<file path="config.mk">
export PLATFORM = sky130hd
export DESIGN_NAME = inst_fetch
export DESIGN_NICKNAME = d
export VERILOG_FILES = /design/src/rtl/riscv_pkg.sv /design/src/rtl/inst_fetch.sv
export SDC_FILE = /design/constraint.sdc
export NUM_CORES = 1
export LEC_CHECK = 0
export CAP_MARGIN = 20
export CORE_ASPECT_RATIO = 1.5
export CORE_MARGIN = 2
export CORE_UTILIZATION = 47
export CTS_CLUSTER_DIAMETER = 50
export DETAILED_ROUTE_END_ITERATION = 6
export PLACE_DENSITY = 0.88
export SETUP_SLACK_MARGIN = 0.15
export SYNTH_ARGS = -nofsm -noshare
export SYNTH_HDL_FRONTEND = slang
export SYNTH_SLANG_ARGS = --single-unit
</file>
<file path="constraint.sdc">
create_clock -name clk -period 2.8 [get_ports clk]
set_input_delay 0.7 -clock clk [delete_from_list [all_inputs] [get_ports clk]]
set_output_delay 0.7 -clock clk [all_outputs]
set_load 0.05 [all_outputs]
</file>
<file path="src/rtl/riscv_pkg.sv">
// Shared RV32 front-end constants: default widths, reset PC and the canonical NOP.
package riscv_pkg;

  localparam int          XLEN_DEF     = 32;
  localparam int          ADDR_W_DEF   = 8;
  localparam logic [31:0] RESET_PC_DEF = 32'h0000_0000;
  localparam logic [31:0] NOP_INST     = 32'h0000_0013;  // addi x0, x0, 0

endpackage

</file>
<file path="src/rtl/inst_fetch.sv">
// PC / fetch stage in front of a 1-cycle synchronous instruction ROM.
// Emits a valid-tagged (pc, inst) pair and handles decode stall and branch redirect.
module inst_fetch
  import riscv_pkg::*;
#(
  parameter int              XLEN     = XLEN_DEF,
  parameter int              ADDR_W   = ADDR_W_DEF,
  parameter logic [XLEN-1:0] RESET_PC = XLEN'(RESET_PC_DEF)
) (
  input  logic              clk,
  input  logic              rst,
  input  logic              stall,
  input  logic              redirect_valid,
  input  logic [XLEN-1:0]   redirect_pc,
  output logic [ADDR_W-1:0] rom_addr,
  input  logic [XLEN-1:0]   rom_inst,
  output logic              if_valid,
  output logic [XLEN-1:0]   if_pc,
  output logic [XLEN-1:0]   if_inst,
  output logic              misalign_err
);

  logic [XLEN-1:0] pc_q, pc_d;
  logic [XLEN-1:0] resp_pc_q, resp_pc_d;
  logic            resp_valid_q, resp_valid_d;
  logic [XLEN-1:0] inst_hold_q, inst_hold_d;
  logic            hold_sel_q, hold_sel_d;
  logic            misalign_err_q, misalign_err_d;

  always_comb begin
    pc_d           = pc_q;
    resp_pc_d      = resp_pc_q;
    resp_valid_d   = resp_valid_q;
    inst_hold_d    = inst_hold_q;
    hold_sel_d     = hold_sel_q;
    misalign_err_d = 1'b0;
    if (redirect_valid) begin
      // Squash whatever the ROM is returning this cycle; refetch from the word-aligned target.
      pc_d           = {redirect_pc[XLEN-1:2], 2'b00};
      resp_valid_d   = 1'b0;
      hold_sel_d     = 1'b0;
      misalign_err_d = |redirect_pc[1:0];
    end else if (stall) begin
      // The ROM keeps reading pc_q, which is one ahead of the presented pair, so the
      // presented instruction must be captured on the first stalled edge only.
      if (!hold_sel_q) begin
        inst_hold_d = rom_inst;
        hold_sel_d  = 1'b1;
      end
    end else begin
      pc_d         = pc_q + XLEN'(4);
      resp_pc_d    = pc_q;
      resp_valid_d = 1'b1;
      hold_sel_d   = 1'b0;
    end
  end

  always_ff @(posedge clk) begin
    if (rst) begin
      pc_q           <= RESET_PC;
      resp_pc_q      <= '0;
      resp_valid_q   <= 1'b0;
      inst_hold_q    <= XLEN'(NOP_INST);
      hold_sel_q     <= 1'b0;
      misalign_err_q <= 1'b0;
    end else begin
      pc_q           <= pc_d;
      resp_pc_q      <= resp_pc_d;
      resp_valid_q   <= resp_valid_d;
      inst_hold_q    <= inst_hold_d;
      hold_sel_q     <= hold_sel_d;
      misalign_err_q <= misalign_err_d;
    end
  end

  assign rom_addr     = pc_q[ADDR_W+1:2];
  assign if_valid     = resp_valid_q;
  assign if_pc        = resp_pc_q;
  assign if_inst      = !resp_valid_q ? XLEN'(NOP_INST) : (hold_sel_q ? inst_hold_q : rom_inst);
  assign misalign_err = misalign_err_q;

endmodule

</file>
==> summary.txt, run 1 <==
===========================================================================
Result of the run ............................................ finished, final reports clean
Ys async rst share ...........................................            0
Post-Route WL ................................................      13.5 mm
Area enclosed by the die boundary ............................   10,500 um2
Arrival time at the worst endpoint ...........................      1.75 ns
Post-placement worst setup slack .............................     0.220 ns
Number of max-slew violations in the final report ............            0
Hold Path Stages .............................................            2
Min-delay src ................................................ inst_hold_q[3]
Total Nets Final .............................................          773
Minimum clock period after layout ............................      2.45 ns
IR Drop Worst-Case VDD .......................................   0.000363 V
Flip-flop and latch count after synthesis ....................           95
Area growth from synthesis to layout .........................        46.2%
Cell count after synthesis ...................................          590
Area of combinational cells with multiple inputs .............     2390 um2
Synth Area in Compound Gates .................................        0.148
Height of the die ............................................       125 um
Crit path max fanout .........................................            8
Via count of the routed design ...............................        4,669
Max-cap violations ...........................................            0
Synthesized area per cell ....................................     7.73 um2
Nature of the critical path startpoint .......................     register
Count of hold-fix buffers inserted at cts ....................            0
Kind of capture point of the worst setup path ................   output pin
Standard-cell row count ......................................           44
Count of non-filler cells in the finished layout .............          824
Clock Pin Slew Worst Setup and Hold Paths ....................      0.07 ns
Met2 wirelength from detailed routing ........................      7.10 mm
XOR/XNOR Fraction of Synth Area ..............................       0.0192
Post-Synth Simple-Gate Area ..................................        0.280
Critical path, cell by cell .................................. clkdlybuf4s50_1
Number of H-tree levels ......................................            3
Pin count of the biggest net entering global routing .........           43
Fraction of the mapped netlist area in adder cells ...........      0.00274
FF-to-FF End .................................................     pc_q[26]
Number of failing setup endpoints in the final timing report .            0
Post-synth top flop .......................................... sky130_fd_sc_hd__dfxtp_1
Final Worst Setup Slack ......................................     0.352 ns
Required time at the endpoint of the critical path ...........      2.10 ns
Clk Latency, worst-skew pair .................................      0.35 ns
Count of buffers added by post-CTS timing repair for setup ...            0
Layout cell share with drive strength beyond 1 ...............        0.109
Global-route usage over all layers ...........................        0.256
Post-synthesis instance area .................................     4560 um2
CTS root buffer .............................................. sky130_fd_sc_hd__clkbuf_16
P_leak .......................................................   0.00233 uW
I/O pins .....................................................          142
Number of unique standard cell types used by synthesis .......           49
CTS Buf Count ................................................            9
Worst-case headroom to the max-slew limit ....................        0.502
Global-route wire length before repair .......................      22.0 mm
Number of hold violations in the final report ................            0
Cells on worst reg2reg path ..................................            5
IO Port Bufs .................................................          139
Worst Hold Endpoint .......................................... inst_hold_q[3]
Placed insts .................................................          808
Vias per inst ................................................         5.67
Metal1 wirelength ............................................      5.17 mm
Core region area .............................................     9580 um2
Delay of the slowest cell on the worst path ..................      0.88 ns
Reg-to-reg startpoint ........................................      pc_q[3]
Proportion of synthesized chip area in sequential cells ......        0.417
Uppermost layer routed .......................................         met4
Count of clock tree sinks ....................................           95
DP Wirelength ................................................      9.77 mm
Path class of the lowest-slack min-delay path ................   reg -> reg
Effective utilization at floorplan ...........................        0.476
Slew @ Worst Pin .............................................     0.746 ns
Cell family with most CP delay ............................... buffers and inverters
Worst setup path category ....................................   reg -> out
CTS-repair resized insts .....................................            0
Routed length per instance ...................................      16.4 um
Remaining antenna violation count ............................            0
Number of global-route vias before repair ....................        4,503
Filler cell count ............................................          723
Total negative slack .........................................         0 ns
Power density of the placed cells ............................   524 nW/um2
Number of detailed-route iterations in the first pass ........            5
Number of antenna repair diodes ..............................            0
Max Clk Rate .................................................      409 MHz
Area of all sequential standard cells ........................     1900 um2
Worst clock skew .............................................   0.00618 ns
Horizontal die dimension .....................................      84.4 um
Number of flops mapped to enable cells by yosys ..............            0
Buffers from clock root to sink, at most .....................            2
Part of the cycle the worst path needs .......................        0.874
Cell taking the most area after synthesis .................... sky130_fd_sc_hd__dfxtp_1
Count of synthesis-stage warnings from yosys .................            0
Unrepaired setup endpoints after global routing ..............           no
Buf/Inv on CP ................................................            1
Clock tree from TritonCTS ....................................          yes
Largest family of logic cells by synthesized area ............ simple AND/OR/NAND/NOR gates
Routability cong. ............................................        0.919
Met3 wire length .............................................       794 um
Total power after layout .....................................      3490 uW
Antenna violations before repair .............................            0
GRT Residual Overflow ........................................            0
Max stage delay cell, worst path ............................. sky130_fd_sc_hd__clkdlybuf4s50_1
Mux share of post-synthesis cell area ........................       0.0724
Number of DRC violations after detailed routing ..............            0
Register-to-Register Setup Slack .............................      0.55 ns
Initial detailed-routing violation count .....................          350
Share of the synthesized area in the top cell type ...........        0.417
Leading cell types by total area after synthesis ............. sky130_fd_sc_hd__dfxtp_1 (42%), sky130_fd_sc_hd__nand2_1 (12%), sky130_fd_sc_hd__mux2i_1 (7.2%), sky130_fd_sc_hd__a21oi_1 (7.0%), sky130_fd_sc_hd__nor2_1 (4.6%)
===========================================================================
==> report_power, final <==
part	leakage (uW)	switching, uW	internal [uW]
registers	0.000779	73.9	1420
logic	0.00139	333	265
clock network	0.000166	527	875
==> worst max path at each step <==
stage | startpoint | endpoint | slack, ns | cells after the start
after floorplan | hold_sel_q | if_inst[10] | 0.32 | 4
after global placement | stall | pc_q[21] | 0.27 | 6
after detailed placement | stall | pc_q[21] | 0.22 | 6
after CTS | pc_q[5] | rom_addr[3] | 0.33 | 1
after global routing | hold_sel_q | if_inst[13] | 0.28 | 4
final | pc_q[5] | rom_addr[3] | 0.35 | 1
==> cell type report <==
class | count | share of cell area
Multi-Input combinational cell | 433 | 0.358
Sequential cell | 95 | 0.285
Timing Repair Buffer | 157 | 0.278
Clock buffer | 9 | 0.0338
Tap cell | 115 | 0.0216
Clock inverter | 7 | 0.0180
Inverter | 8 | 0.00450
==> state kept, by name, summed over array words and instances, names as in the netlist <==
name	flops
misalign_err	1
pc_q	30
if_valid	1
inst_hold_q	32
if_pc	30
hold_sel_q	1
==> synth_stat cells, drive strengths merged, types with 2 or more instances <==
library cell / number
nand3b: 7
and3: 2
mux2i: 33
a211oi: 9
nor4: 6
dfxtp: 95
clkbuf: 37
a21oi: 64
inv: 8
or2: 4
o211ai: 5
nand2: 148
or3: 4
or4: 9
o21ai: 5
nand4: 13
nor2b: 2
nand3: 6
xnor2: 7
buf: 18
and2: 2
a311oi: 8
nor2: 56
nand4b: 2
xor2: 3
a31oi: 8
nor3: 8
o31ai: 5
and4: 3
==> through the flow <==
step                hold slack (ns)  cell area (um2)  utilization
floorplan                     0.436             4560            -
global placement              0.442             6320        0.660
detailed placement            0.448             6320        0.660
CTS                           0.457             6670        0.696
global route                  0.467             6670        0.696
finish                        0.455             6670        0.696
==> cell usage in the layout, fill, tap and decap left out, drive strengths merged, types with 6 or more instances in the layout <==
| cell | count |
|---|---|
| inv | 9 |
| mux2i | 33 |
| nand4 | 13 |
| nor2 | 56 |
| a21oi | 64 |
| dfxtp | 95 |
| a311oi | 8 |
| a31oi | 8 |
| clkdlybuf4s50 | 106 |
| a211oi | 9 |
| buf | 51 |
| nor3 | 8 |
| nor4 | 6 |
| clkbuf | 9 |
| xnor2 | 7 |
| nand2 | 148 |
| nand3b | 7 |
| nand3 | 6 |
| or4 | 9 |
==> kinds of logic (layout without fill, tap and decap cells) <==
logic type               Yosys count  count (layout)
other                              1               2
AND/OR/NAND/NOR                  276             276
AO/OA/AOI/OAI                    111             111
flip-flops                        95              95
adder cells (fa/ha/maj)            1               1
buffers and inverters             63             181
multiplexers                      33              33
XOR/XNOR                          10              10
==> per-layer routing <==
metal / global-route usage / vias to the layer above
met3: 0.0490 / 34
met5: 0 / -
met1: 0.296 / 2186
li1: - / 2247
met2: 0.459 / 202
met4: 0.101 / 0
No activity file was read; power rests on OpenSTA's default activity.
==> inputs of run 2 (changes only) <==
--- a/config.mk
+++ b/config.mk
@@ -10,6 +10,7 @@
 export CORE_MARGIN = 2
 export CORE_UTILIZATION = 47
 export CTS_CLUSTER_DIAMETER = 50
+export CTS_CLUSTER_SIZE = 40
 export DETAILED_ROUTE_END_ITERATION = 6
 export PLACE_DENSITY = 0.88
 export SETUP_SLACK_MARGIN = 0.15
==> results of run 2 <==
The final DEF is identical to that of run 1; final timing and power are the same.
==> inputs of run 3 (changes only) <==
--- a/config.mk
+++ b/config.mk
@@ -9,10 +9,9 @@
 export CORE_ASPECT_RATIO = 1.5
 export CORE_MARGIN = 2
 export CORE_UTILIZATION = 47
-export CTS_CLUSTER_DIAMETER = 50
 export CTS_CLUSTER_SIZE = 40
 export DETAILED_ROUTE_END_ITERATION = 6
-export PLACE_DENSITY = 0.88
+export PLACE_DENSITY = 0.83
 export SETUP_SLACK_MARGIN = 0.15
 export SYNTH_ARGS = -nofsm -noshare
 export SYNTH_HDL_FRONTEND = slang
==> run 3 against run 2 <==
- cell count grew 0.36%
- routed wire length down 0.90%
- total power down 6.0%
- sequential power about the same
- critical path depth up 3
- sequential share of layout area increased by 0.12 points
- global-route usage shrank 1.1 points
==> summary.txt, run 3 (synthesized netlist as in run 1, its figures left out) <==
============================================================================
Result of the run ............................................. finished, final reports clean
Number of DRC violations after detailed routing ...............            0   unchanged
Max stage delay cell, worst path .............................. sky130_fd_sc_hd__dfxtp_2
Count of buffers added by post-CTS timing repair for setup ....            0   unchanged
Max-cap violations ............................................            0   unchanged
Reg with most FFs .............................................  inst_hold_q
Number of global-route vias before repair .....................        4,611   +2.4%
Core region area ..............................................     9580 um2   unchanged
Global-route usage over all layers ............................        0.245   -0.0111
Max Clk Rate ..................................................      391 MHz   -4.2%
P_leak ........................................................   0.00234 uW   about the same
Routed length per instance ....................................      16.2 um   -1.3%
Via count of the routed design ................................        4,750   +1.7%
I/O pins ......................................................          142   unchanged
Nature of the critical path startpoint ........................     register
Number of detailed-route iterations in the first pass .........            7   +2
Number of H-tree levels .......................................            3   unchanged
Most common library cell in the layout ignoring fill and taps . sky130_fd_sc_hd__nand2_1
Placed insts ..................................................          811   +0.37%
Total negative slack ..........................................         0 ns   unchanged
Vias per inst .................................................         5.74   +1.4%
Worst-case headroom to the max-slew limit .....................        0.605   +0.103
Arrival time at the worst endpoint ............................      1.85 ns   +0.10 ns
Effective utilization at floorplan ............................        0.476   unchanged
Initial detailed-routing violation count ......................          306   -13%
Power density of the placed cells .............................   494 nW/um2   -5.6%
CTS root buffer ............................................... sky130_fd_sc_hd__clkbuf_16
Required time at the endpoint of the critical path ............      2.10 ns   about the same
Delay of the slowest cell on the worst path ...................      0.71 ns   -0.17 ns
Post-Route WL .................................................      13.4 mm   -0.90%
IO Port Bufs ..................................................          139   unchanged
Height of the die .............................................       125 um   unchanged
Area growth from synthesis to layout ..........................        45.6%
Global-route wire length before repair ........................      21.1 mm   -3.9%
IR Drop Worst-Case VDD ........................................   0.000339 V   -6.8%
Number of antenna repair diodes ...............................            0   unchanged
Path class of the lowest-slack min-delay path .................   reg -> reg
Count of clock tree sinks .....................................           95   unchanged
Clock Pin Slew Worst Setup and Hold Paths .....................      0.06 ns   about the same
CTS Buf Count .................................................            9   unchanged
Area enclosed by the die boundary .............................   10,500 um2   unchanged
Clock tree from TritonCTS .....................................          yes
Antenna violations before repair ..............................            0   unchanged
Total Nets Final ..............................................          776   +0.39%
Remaining antenna violation count .............................            0   unchanged
Number of failing setup endpoints in the final timing report ..            0   unchanged
Unrepaired setup endpoints after global routing ...............           no
Horizontal die dimension ......................................      84.4 um   unchanged
Post-placement worst setup slack ..............................     0.218 ns   -0.00217 ns
Part of the cycle the worst path needs ........................        0.912   +0.0382
Pin count of the biggest net entering global routing ..........           52   +21%
DP Wirelength .................................................      9.75 mm   -0.19%
Crit path max fanout ..........................................           20   +12
Worst clock skew ..............................................   0.00325 ns   -0.00293 ns
Standard-cell row count .......................................           44   unchanged
Top library cells by usage in the layout, fill and taps aside . sky130_fd_sc_hd__nand2_1 (148), sky130_fd_sc_hd__clkdlybuf4s50_1 (106), sky130_fd_sc_hd__dfxtp_1 (94)
Number of hold violations in the final report .................            0   unchanged
Number of max-slew violations in the final report .............            0   unchanged
Slew @ Worst Pin ..............................................     0.592 ns   -0.154 ns
Hold_ws .......................................................     0.455 ns   -0.000242 ns
GRT Residual Overflow .........................................            0   unchanged
Worst setup path category .....................................   reg -> out
Kind of capture point of the worst setup path .................   output pin
CTS-repair resized insts ......................................            0   unchanged
Minimum clock period after layout .............................      2.55 ns   +0.107 ns
Count of hold-fix buffers inserted at cts .....................            0   unchanged
Critical path, cell by cell ................................... buf_4, mux2i_1, nor2_1, buf_12
Routability cong. .............................................        0.876   -4.7%
Buffers from clock root to sink, at most ......................            2   unchanged
Clk Latency, worst-skew pair ..................................      0.34 ns   about the same
Final Worst Setup Slack .......................................     0.245 ns   -0.107 ns
Count of non-filler cells in the finished layout ..............          827   +0.36%
Max reg flops .................................................           32   unchanged
Layout cell share with drive strength beyond 1 ................        0.112   +0.00376
============================================================================
-- run 3: changes by cell type in the layout (fill, tap and decap cells not counted) --
cell,change
sky130_fd_sc_hd__clkinvlp_4,-1
sky130_fd_sc_hd__clkinv_2,+2
sky130_fd_sc_hd__bufinv_16,-3
sky130_fd_sc_hd__clkinv_4,-1
sky130_fd_sc_hd__inv_6,-1
sky130_fd_sc_hd__buf_4,+3
sky130_fd_sc_hd__clkbuf_8,+4
-- run 3: stage by stage --
stage | cell area [um2] | utilization | total power, uW
global placement | 6340 | 0.662 | 2100
global route | 6640 | 0.693 | 3390
CTS | 6640 | 0.693 | 3300
detailed placement | 6340 | 0.662 | 2120
floorplan | 4560 | - | 1850
finish | 6640 | 0.693 | 3280
-- run 3: final timing paths --
| path | from | depth (start not counted) | slack (ns) | endpoint |
|---|---|---|---|---|
| max | hold_sel_q | 4 | 0.25 | if_inst[14] |
| min | inst_hold_q[3] | 2 | 0.46 | inst_hold_q[3] |
| max reg2reg | pc_q[2] | 5 | 0.55 | pc_q[26] |
| min reg2reg | inst_hold_q[3] | 2 | 0.46 | inst_hold_q[3] |
-- run 3: worst max-delay path, delay by kind of cell (launching register included) --
kind	cells	cell delay, ns
AND/OR/NAND/NOR	1	0.10
multiplexers	1	0.25
flip-flops	1	0.71
buffers and inverters	2	0.45
-- run 3: cell type report --
class,instances,area (um2)
Timing Repair Buffer,160,1880
Clock buffer,13,280
Sequential cell,95,1900
Fill cell,745,2940
Tap cell,115,144
Inverter,8,30.0
Multi-Input combinational cell,433,2390
Clock inverter,3,15.0
-- run 3: power by group --
part / internal, uW / switching, uW / leakage, uW
registers: 1420 / 75.3 / 0.000779
logic: 268 / 332 / 0.00141
clock network: 694 / 493 / 0.000151
-- run 3: routing by layer --
metal  routed length [um]  global-route usage  vias to the layer above
li1                     -                   -                     2259
met1                 5180               0.278                     2218
met2                 6880               0.436                      226
met3                  766              0.0278                       47
met4                  539               0.142                        0
met5                    0                   0                        -
